===== config.mk =====
export PLATFORM = sky130hd
export DESIGN_NAME = fetch_unit_flat
export DESIGN_NICKNAME = d
export VERILOG_FILES = /design/src/rtl/fetch_unit_pkg.sv /design/src/rtl/fetch_unit_if.sv /design/src/rtl/fetch_unit_pc_reg.sv /design/src/rtl/fetch_unit.sv /design/src/flat_wrapper.sv
export SDC_FILE = /design/constraint.sdc
export NUM_CORES = 1
export LEC_CHECK = 0
export CORE_MARGIN = 10
export CORE_UTILIZATION = 50
export DETAILED_ROUTE_END_ITERATION = 6
export GPL_TIMING_DRIVEN = 0
export PLACE_DENSITY = 0.86
export SLEW_MARGIN = 0
export SYNTH_ARGS = -nofsm -noshare
export SYNTH_HDL_FRONTEND = slang
export SYNTH_HIERARCHICAL = 1
export SYNTH_SLANG_ARGS = --single-unit

===== constraint.sdc =====
create_clock -name clk -period 3.7 [get_ports clk]
set_input_delay 0.37 -clock clk [delete_from_list [all_inputs] [get_ports clk]]
set_output_delay 0.37 -clock clk [all_outputs]
set_load 0.005 [all_outputs]

===== src/rtl/fetch_unit_pkg.sv =====
// Shared processor definitions: branch/jump opcodes and fetch FSM state encoding.
// Imported by the fetch unit and by the branch unit.
package fetch_unit_pkg;

    localparam logic [4:0] OP_BNE  = 5'b10011;
    localparam logic [4:0] OP_BE   = 5'b10100;
    localparam logic [4:0] OP_BNER = 5'b10101;
    localparam logic [4:0] OP_BER  = 5'b10110;
    localparam logic [4:0] OP_J    = 5'b10111;
    localparam logic [4:0] OP_JR   = 5'b11000;

    localparam logic [1:0] ST_IDLE  = 2'd0;
    localparam logic [1:0] ST_REQ   = 2'd1;
    localparam logic [1:0] ST_DRAIN = 2'd2;
    localparam logic [1:0] ST_VALID = 2'd3;

    // Branch/jump opcodes form one contiguous range, BNE through JR.
    function automatic logic is_branch_op(input logic [4:0] op);
        return (op >= OP_BNE) && (op <= OP_JR);
    endfunction

endpackage


===== src/rtl/fetch_unit_if.sv =====
// Fetch unit bus bundle: instruction memory port plus the ir handoff to decode.
// Handshake: ir/npc/is_branch transfer on a rising edge where ir_valid=1 and ir_ready=1;
// while ir_valid=1 and ir_ready=0 they are held. imem_addr is stable from imem_req until imem_ack.
interface fetch_unit_if;
    logic [7:0]  imem_addr;
    logic        imem_req;
    logic        imem_ack;
    logic [15:0] imem_data;
    logic [15:0] ir;
    logic [7:0]  npc;
    logic        ir_valid;
    logic        ir_ready;
    logic        is_branch;
    logic        redirect;
    logic [7:0]  target;

    modport master (
        output imem_addr, imem_req, ir, npc, ir_valid, is_branch,
        input  imem_ack, imem_data, ir_ready, redirect, target
    );

    modport slave (
        input  imem_addr, imem_req, ir, npc, ir_valid, is_branch,
        output imem_ack, imem_data, ir_ready, redirect, target
    );
endinterface


===== src/rtl/fetch_unit_pc_reg.sv =====
// 8-bit program counter with load and modulo-256 increment; load wins over increment.
module pc_reg #(
    parameter logic [7:0] RESET_PC = 8'h00
) (
    input  logic       clk,
    input  logic       rst_n,
    input  logic       load,
    input  logic [7:0] load_val,
    input  logic       inc,
    output logic [7:0] pc
);

    always_ff @(posedge clk or negedge rst_n) begin
        if (!rst_n) begin
            pc <= RESET_PC;
        end else if (load) begin
            pc <= load_val;
        end else if (inc) begin
            pc <= pc + 8'd1;
        end
    end

endmodule


===== src/rtl/fetch_unit.sv =====
// Instruction fetch: requests imem at pc, hands the word to decode with npc,
// and restarts at a redirect target, draining any request already in flight.
module fetch_unit
    import fetch_unit_pkg::*;
#(
    parameter logic [7:0] RESET_PC = 8'h00
) (
    input  logic         clk,
    input  logic         rst_n,
    fetch_unit_if.master bus,
    output logic [1:0]   dbg_state
);

    logic [1:0]  state, state_n;
    logic [7:0]  pc;
    logic [7:0]  pend, pend_n;
    logic [15:0] ir_q;
    logic [7:0]  npc_q;
    logic        pc_load;
    logic [7:0]  pc_load_val;
    logic        pc_inc;
    logic        ir_load;

    pc_reg #(.RESET_PC(RESET_PC)) u_pc_reg (
        .clk      (clk),
        .rst_n    (rst_n),
        .load     (pc_load),
        .load_val (pc_load_val),
        .inc      (pc_inc),
        .pc       (pc)
    );

    always_comb begin
        state_n     = state;
        pend_n      = pend;
        pc_load     = 1'b0;
        pc_load_val = bus.target;
        pc_inc      = 1'b0;
        ir_load     = 1'b0;
        case (state)
            ST_IDLE: begin
                state_n = ST_REQ;
                pc_load = bus.redirect;
            end
            ST_REQ: begin
                if (bus.imem_ack) begin
                    if (bus.redirect) begin
                        pc_load = 1'b1;
                    end else begin
                        ir_load = 1'b1;
                        pc_inc  = 1'b1;
                        state_n = ST_VALID;
                    end
                end else if (bus.redirect) begin
                    // Memory still owes us a word; keep the address until it arrives.
                    pend_n  = bus.target;
                    state_n = ST_DRAIN;
                end
            end
            ST_DRAIN: begin
                if (bus.redirect) begin
                    pend_n = bus.target;
                end
                if (bus.imem_ack) begin
                    pc_load     = 1'b1;
                    pc_load_val = bus.redirect ? bus.target : pend;
                    state_n     = ST_REQ;
                end
            end
            ST_VALID: begin
                if (bus.redirect) begin
                    pc_load = 1'b1;
                    state_n = ST_REQ;
                end else if (bus.ir_ready) begin
                    state_n = ST_REQ;
                end
            end
            default: state_n = ST_IDLE;
        endcase
    end

    always_ff @(posedge clk or negedge rst_n) begin
        if (!rst_n) begin
            state <= ST_IDLE;
            pend  <= 8'h00;
            ir_q  <= 16'h0000;
            npc_q <= 8'h00;
        end else begin
            state <= state_n;
            pend  <= pend_n;
            if (ir_load) begin
                ir_q  <= bus.imem_data;
                npc_q <= pc + 8'd1;
            end
        end
    end

    assign bus.imem_addr = pc;
    assign bus.imem_req  = (state == ST_REQ) || (state == ST_DRAIN);
    assign bus.ir_valid  = (state == ST_VALID);
    assign bus.ir        = ir_q;
    assign bus.npc       = npc_q;
    assign bus.is_branch = bus.ir_valid && is_branch_op(ir_q[15:11]);
    assign dbg_state     = state;

endmodule


===== src/flat_wrapper.sv =====
// flat-port wrapper written by rule: the top's interface ports become plain ports
module fetch_unit_flat import fetch_unit_pkg::*;
#(
    parameter logic [7:0] RESET_PC = 8'h00
)
  (clk, rst_n, dbg_state, bus_imem_addr, bus_imem_req, bus_ir, bus_npc, bus_ir_valid, bus_is_branch, bus_imem_ack, bus_imem_data, bus_ir_ready, bus_redirect, bus_target);
  fetch_unit_if bus_i ();
  input  logic clk;
  input  logic rst_n;
  output logic [1:0] dbg_state;
  output wire logic [$bits(bus_i.imem_addr)-1:0] bus_imem_addr;
  output wire logic [$bits(bus_i.imem_req)-1:0] bus_imem_req;
  output wire logic [$bits(bus_i.ir)-1:0] bus_ir;
  output wire logic [$bits(bus_i.npc)-1:0] bus_npc;
  output wire logic [$bits(bus_i.ir_valid)-1:0] bus_ir_valid;
  output wire logic [$bits(bus_i.is_branch)-1:0] bus_is_branch;
  input wire logic [$bits(bus_i.imem_ack)-1:0] bus_imem_ack;
  input wire logic [$bits(bus_i.imem_data)-1:0] bus_imem_data;
  input wire logic [$bits(bus_i.ir_ready)-1:0] bus_ir_ready;
  input wire logic [$bits(bus_i.redirect)-1:0] bus_redirect;
  input wire logic [$bits(bus_i.target)-1:0] bus_target;
  assign bus_imem_addr = bus_i.imem_addr;
  assign bus_imem_req = bus_i.imem_req;
  assign bus_ir = bus_i.ir;
  assign bus_npc = bus_i.npc;
  assign bus_ir_valid = bus_i.ir_valid;
  assign bus_is_branch = bus_i.is_branch;
  assign bus_i.imem_ack = bus_imem_ack;
  assign bus_i.imem_data = bus_imem_data;
  assign bus_i.ir_ready = bus_ir_ready;
  assign bus_i.redirect = bus_redirect;
  assign bus_i.target = bus_target;
  fetch_unit #(.RESET_PC(RESET_PC)) u_core (.clk(clk), .rst_n(rst_n), .bus(bus_i), .dbg_state(dbg_state));
endmodule

# Word level (Yosys, flattened, before mapping)
# Cells that the tools add are included.
totals:
  register_bits: 42
  out_inout_bits: 37
  in_bits: 29
classes:
  n_eq_ne: 8
  addsub: 1
  order_cmp: 2
  muxes: 21
  n_reduce_logical: 8
ops:
  columns: ["operator", "count"]
  rows:
  - ["8-bit two-way mux", 6]
  - ["8-bit one-hot mux with 2 select lines", 1]
  - ["2-bit two-way mux", 6]
  - ["3-bit inequality test (second input constant)", 3]
  - ["8-bit by 1-bit adder with 8-bit output (second input constant)", 1]
  - ["2-bit one-hot mux with 4 select lines", 1]
  - ["1-bit two-way mux", 6]
  - ["5-bit greater-or-equal comparator (second input constant)", 1]
  - ["5-bit <= comparator (second input constant)", 1]
  - ["2-bit == test (second input constant)", 2]
  - ["2-bit inequality test (second input constant)", 2]
  - ["1-bit one-hot mux with 4 select lines", 1]
  - ["4-bit AND reduction", 1]
  - ["2-bit nonzero test", 2]
  - ["2-bit by 1-bit == test with 1-bit output (second input constant)", 1]
  - ["1-bit logical AND", 2]
  - ["2-bit zero test", 1]
  - ["2-bit AND reduction", 1]
  - ["1-bit logical OR", 1]

# Depth between registers and ports, before layout
depth:
  depth_word: 5
  depth_mapped: 9

# By module
# The synthesis kept the hierarchy.
modules_own_cells:
  columns: ["mod", "cells_each", "instances", "area_each_um2"]
  rows:
  - ["fetch_unit", 127, 1, 1621.6]
  - ["pc_reg", 49, 1, 450.4]

# Least setup slack after synthesis
# Ideal clock, no wire load.
synth_path:
  path_kind: "register to register"
  start: "reg u_core.state[1] (netlist: u_core/dbg_state[1])"
  end: "reg u_core.u_pc_reg.pc[5]"
  required_time_ns: 3.631
  synth_period_minus_slack_ns: 1.942
  setup_slack_ns: 1.758
  arrival_ns: 1.873
  stages_incl_launch_ff: 10
  setup_ns: 0.069
  cell_sequence: "dfrtp_1 inv_1 ha_1 nand2_4 buf_2 inv_1 buf_4 nand4_4 or4_1 nand3_1"
synth_between:
  elab_chain_len: 3
  word_cells_on_any_way: 9
synth_lines:
  columns: ["item", "line", "text"]
  rows:
  - ["start, declared", "fetch_unit.sv:14", "logic [1:0] state, state_n;"]
  - ["start signal, assigned", "fetch_unit.sv:89", "state <= state_n;"]
  - ["2-bit by 1-bit == test with 1-bit output", null, null]
  - ["1-bit two-way mux", null, null]
  - ["named net u_core.ir_load", "fetch_unit.sv:22", "logic ir_load;"]
  - ["2-bit nonzero test (no source line)", null, null]
  - ["end signal, assigned", "fetch_unit_pc_reg.sv:17", "pc <= load_val;"]
  - ["end signal, assigned", "fetch_unit_pc_reg.sv:19", "pc <= pc + 8'd1;"]
  - ["end, declared", "fetch_unit_pc_reg.sv:10", "output logic [7:0] pc"]
# The timed path passes the listed nets, and every way through them passes these cells.
# A chain may end at the register's enable or synchronous reset.

# Worst setup path in the final report
layout_path:
  start: "in bus_redirect"
  end: "reg u_core.u_pc_reg.pc[5]"
layout_between:
  elab_chain_len: 4
  word_cells_on_any_way: 11
layout_lines:
  columns: ["item", "line", "text"]
  rows:
  - ["start, declared", "flat_wrapper.sv:20", "input wire logic [$bits(bus_i.redirect)-1:0] bus_redirect;"]
  - ["1-bit two-way mux (3 in a row)", null, null]
  - ["named net u_core.ir_load", "fetch_unit.sv:22", null]
  - ["2-bit nonzero test (no source line)", null, null]
# The timed path passes the listed nets, and every way through them passes these cells.

==> impl_metrics.json <==
{
  "gr-total-overflow": 0,
  "drive_above_1_share_pct": 20.7,
  "r2r_end": "u_core/u_pc_reg/pc[5]",
  "multi_input_comb_area_um2": 960,
  "drv_slew": 0,
  "async_flop_share_pct": 100,
  "grt_pass1_wl_mm": 7.69,
  "p_switching_mw": 0.734,
  "num_vias": 1571,
  "path_cells": "clkdlybuf4s50_1 > and2b_2 > nand2_4 > buf_2 > inv_1 > buf_4 > nand4_4 > or4_1 > nand3_1",
  "rr_startpoint": "u_core/dbg_state[1]",
  "clkPwrFrac_pct": 13.2,
  "ys_ff_latch": 42,
  "cts_max_level": 2,
  "max_cap_violations": 0,
  "finalPower_mw": 2.22,
  "final_cell_count_no_fill": 301,
  "power.density_nw_per_um2": 766,
  "grt_pass1_vias": 1580,
  "cp-startpoint": "bus_redirect",
  "largest_reg_flops": 16,
  "core_area_um2": 4000,
  "die_area_um2": 7120,
  "critical_path_class": "in -> reg",
  "yosysWarningCount": 6,
  "fmax_mhz": 441,
  "start_kind": "input port",
  "clock-sinks": 42,
  "synth_edf_count": 0,
  "ys_seq_area_share_pct": 50.7,
  "fin_nets": 284,
  "synth.distinct_cells": 33,
  "core.rowCount": 23,
  "gp_congestion": 0.717,
  "cts_tree": "built",
  "final_core_util_pct": 72.5,
  "dp_cells": 292,
  "outcome": "finished, final reports clean",
  "detail_route.wl_per_cell_um": 15.6,
  "clk_pin_slew_ps": 80,
  "rr_worst_depth": 9,
  "drtAntennaViolNets": 0,
  "worst_setup_path_end_kind": "register",
  "antenna_found_initial": 0,
  "pre_cts_ws_ps": 1130,
  "cp_max_fo": 10,
  "required_ps": 3920,
  "switching_share_pct": 33.0,
  "wirelength_mm": 4.69,
  "drtIter0Drc": 82,
  "period_share_pct": 61.3,
  "syn_to_final_growth_pct": 40.0,
  "numCtsBuffers": 5,
  "tightest_slew_ps": 368,
  "grt_max_degree": 38,
  "critPathMaxStageDelay_ps": 550,
  "io_buffers": 65,
  "pwr-share-comb_pct": 46.5,
  "postSynthAreaPerCell_um2": 11.8,
  "vias_per_cell": 5.22,
  "fin_tns_setup_ps": 0,
  "fillers": 306,
  "setup_viol": 0,
  "cts_resized": 0,
  "grtUsageTotal_pct": 12.8,
  "synth_area_um2": 2070,
  "die_x_um": 84.4,
  "postSynthNetCount": 210,
  "worstPathArrival_ps": 2490,
  "leakagePower_nw": 1.22,
  "max_slew_margin_pct": 75.5,
  "grt_setup_unrepaired": "false",
  "seq_area_um2": 1050,
  "firstDrtPassIters": 4,
  "worstSkewPairLatency_ps": 280,
  "fin_skew_ps": 3.41,
  "io_pins": 66,
  "fp.dieH_um": 84.4,
  "num_antenna_cells": 0,
  "crit_family": "simple AND/OR/NAND/NOR gates",
  "worstPathBufferInverterCount": 4,
  "vdd_drop_max_uv": 398,
  "drc": 0,
  "dp_hpwl_mm": 3.73,
  "hold_viol_final": 0,
  "synth_top_flop_cell": "dfrtp_1",
  "power.internal_mw": 1.49,
  "syn_inst": 176,
  "seqPwrFrac_pct": 40.3,
  "initial_core_util_pct": 51.8,
  "min_path_type": "in -> async",
  "cp_slowest_cell": "clkdlybuf4s50_1",
  "r2r_slack_ps": 1530,
  "cts_hold_buf": 1,
  "fin_crit_ps": 2270,
  "cts.path.max_buffers": 2,
  "cts_root_buf": "clkbuf_8",
  "postCtsSetupRepairBufs": 0,
  "setup_ws_ps": 1430
}
worst register-to-register path, stage by stage, from the launching register on:
cell     delay [ps]
dfrtp_1         420
inv_1            80
ha_1            320
nand2_4         120
buf_2           200
inv_1            70
buf_4           150
nand4_4         130
or4_1           510
nand3_1         110
worst max-delay path by stage:
| stage | to | slack, ps | depth (start not counted) |
|---|---|---|---|
| 2_1_floorplan | u_core/u_pc_reg/pc[5] | 1760 | 9 |
| 4_1_cts | u_core/u_pc_reg/pc[5] | 1430 | 9 |
| 3_5_place_dp | u_core/u_pc_reg/pc[5] | 1130 | 9 |
| 3_3_place_gp | u_core/dbg_state[1] | 1140 | 1 |
| 6_report | u_core/u_pc_reg/pc[5] | 1430 | 9 |
| 5_1_grt | u_core/u_pc_reg/pc[5] | 1330 | 9 |
area by class of cell:
cell class	count	area share, %
clock inverters	1	0.172
inverters	5	0.647
well taps	50	2.16
plain buffers	6	1.47
clock buffers	7	2.98
repair buffers	67	23.3
flip-flops and latches	42	36.2
multi-input cells	123	33.1
placed cells by master, fill, tap and decap left out, types with 2 or more instances in the layout:
cell type        netlist  layout
inv_1                  5       5
buf_2                  1       2
or4_1                  3       3
clkbuf_1               2       3
mux2_2                33      33
o21ai_0               15      15
clkbuf_8               0       6
buf_6                  2       2
dfrtp_1               42      42
xnor2_1                4       4
nor2_1                 2       2
and3_1                 2       2
o21ai_1                2       2
ha_1                   5       5
nor2b_1                3       3
nand4_1                2       2
a21oi_1                2       2
xor2_1                 6       6
mux2i_1                2       2
nor3_1                 2       2
nand3_1                8       8
clkdlybuf4s50_1        0      64
nand2_1               21      21
cells by family after synthesis:
kind of cell / count (synthesis) / synth area share, %
AOI/OAI and AO/OA: 22 / 6.52
adders and majority gates: 5 / 3.02
xor gates and xnor gates: 10 / 4.23
muxes: 36 / 19.4
and+or+nand+nor: 50 / 13.1
DFF: 42 / 50.7
buffers and inverters: 11 / 2.96
per-stage QoR:
stage | area [um2] | hold slack [ps]
after floorplan | 2070 | 74.4
after global placement | 2790 | 462
after detailed placement | 2800 | 218
after CTS | 2900 | 446
after global routing | 2900 | 446
final | 2900 | 446
cell usage after synthesis (2+ instances only):
| cell | n | area [um2] |
|---|---|---|
| dfrtp_1 | 42 | 1050 |
| mux2_2 | 33 | 372 |
| nand2_1 | 21 | 78.8 |
| o21ai_0 | 15 | 75.1 |
| nand3_1 | 8 | 40.0 |
| xor2_1 | 6 | 52.6 |
| ha_1 | 5 | 62.6 |
| inv_1 | 5 | 18.8 |
| xnor2_1 | 4 | 35.0 |
| nor2b_1 | 3 | 18.8 |
| or4_1 | 3 | 22.5 |
| a21oi_1 | 2 | 10.0 |
| and3_1 | 2 | 12.5 |
| buf_6 | 2 | 22.5 |
| clkbuf_1 | 2 | 7.51 |
| mux2i_1 | 2 | 20.0 |
| nand4_1 | 2 | 12.5 |
| nor2_1 | 2 | 7.51 |
| nor3_1 | 2 | 10.0 |
| o21ai_1 | 2 | 10.0 |
power groups by stage:
| stage | logic (mW) | clock network, mW | registers (mW) |
|---|---|---|---|
| after floorplan | 0.478 | 0 | 0.883 |
| after CTS | 1.06 | 0.308 | 0.896 |
| final | 1.03 | 0.294 | 0.895 |
| after detailed placement | 1.05 | 0 | 0.904 |
| after global routing | 1.13 | 0.324 | 0.934 |
| after global placement | 1.02 | 0 | 0.883 |
layer usage:
| layer | part of all wire, % | vias up | track usage [%] |
|---|---|---|---|
| met1 | 43 | 753 | 14.7 |
| li1 | - | 768 | - |
| met3 | 6.1 | 2 | 4.64 |
| met4 | 0.49 | 0 | 4.04 |
| met5 | 0 | - | 0 |
| met2 | 51 | 48 | 21.8 |
No activity file was read; power rests on OpenSTA's default activity.
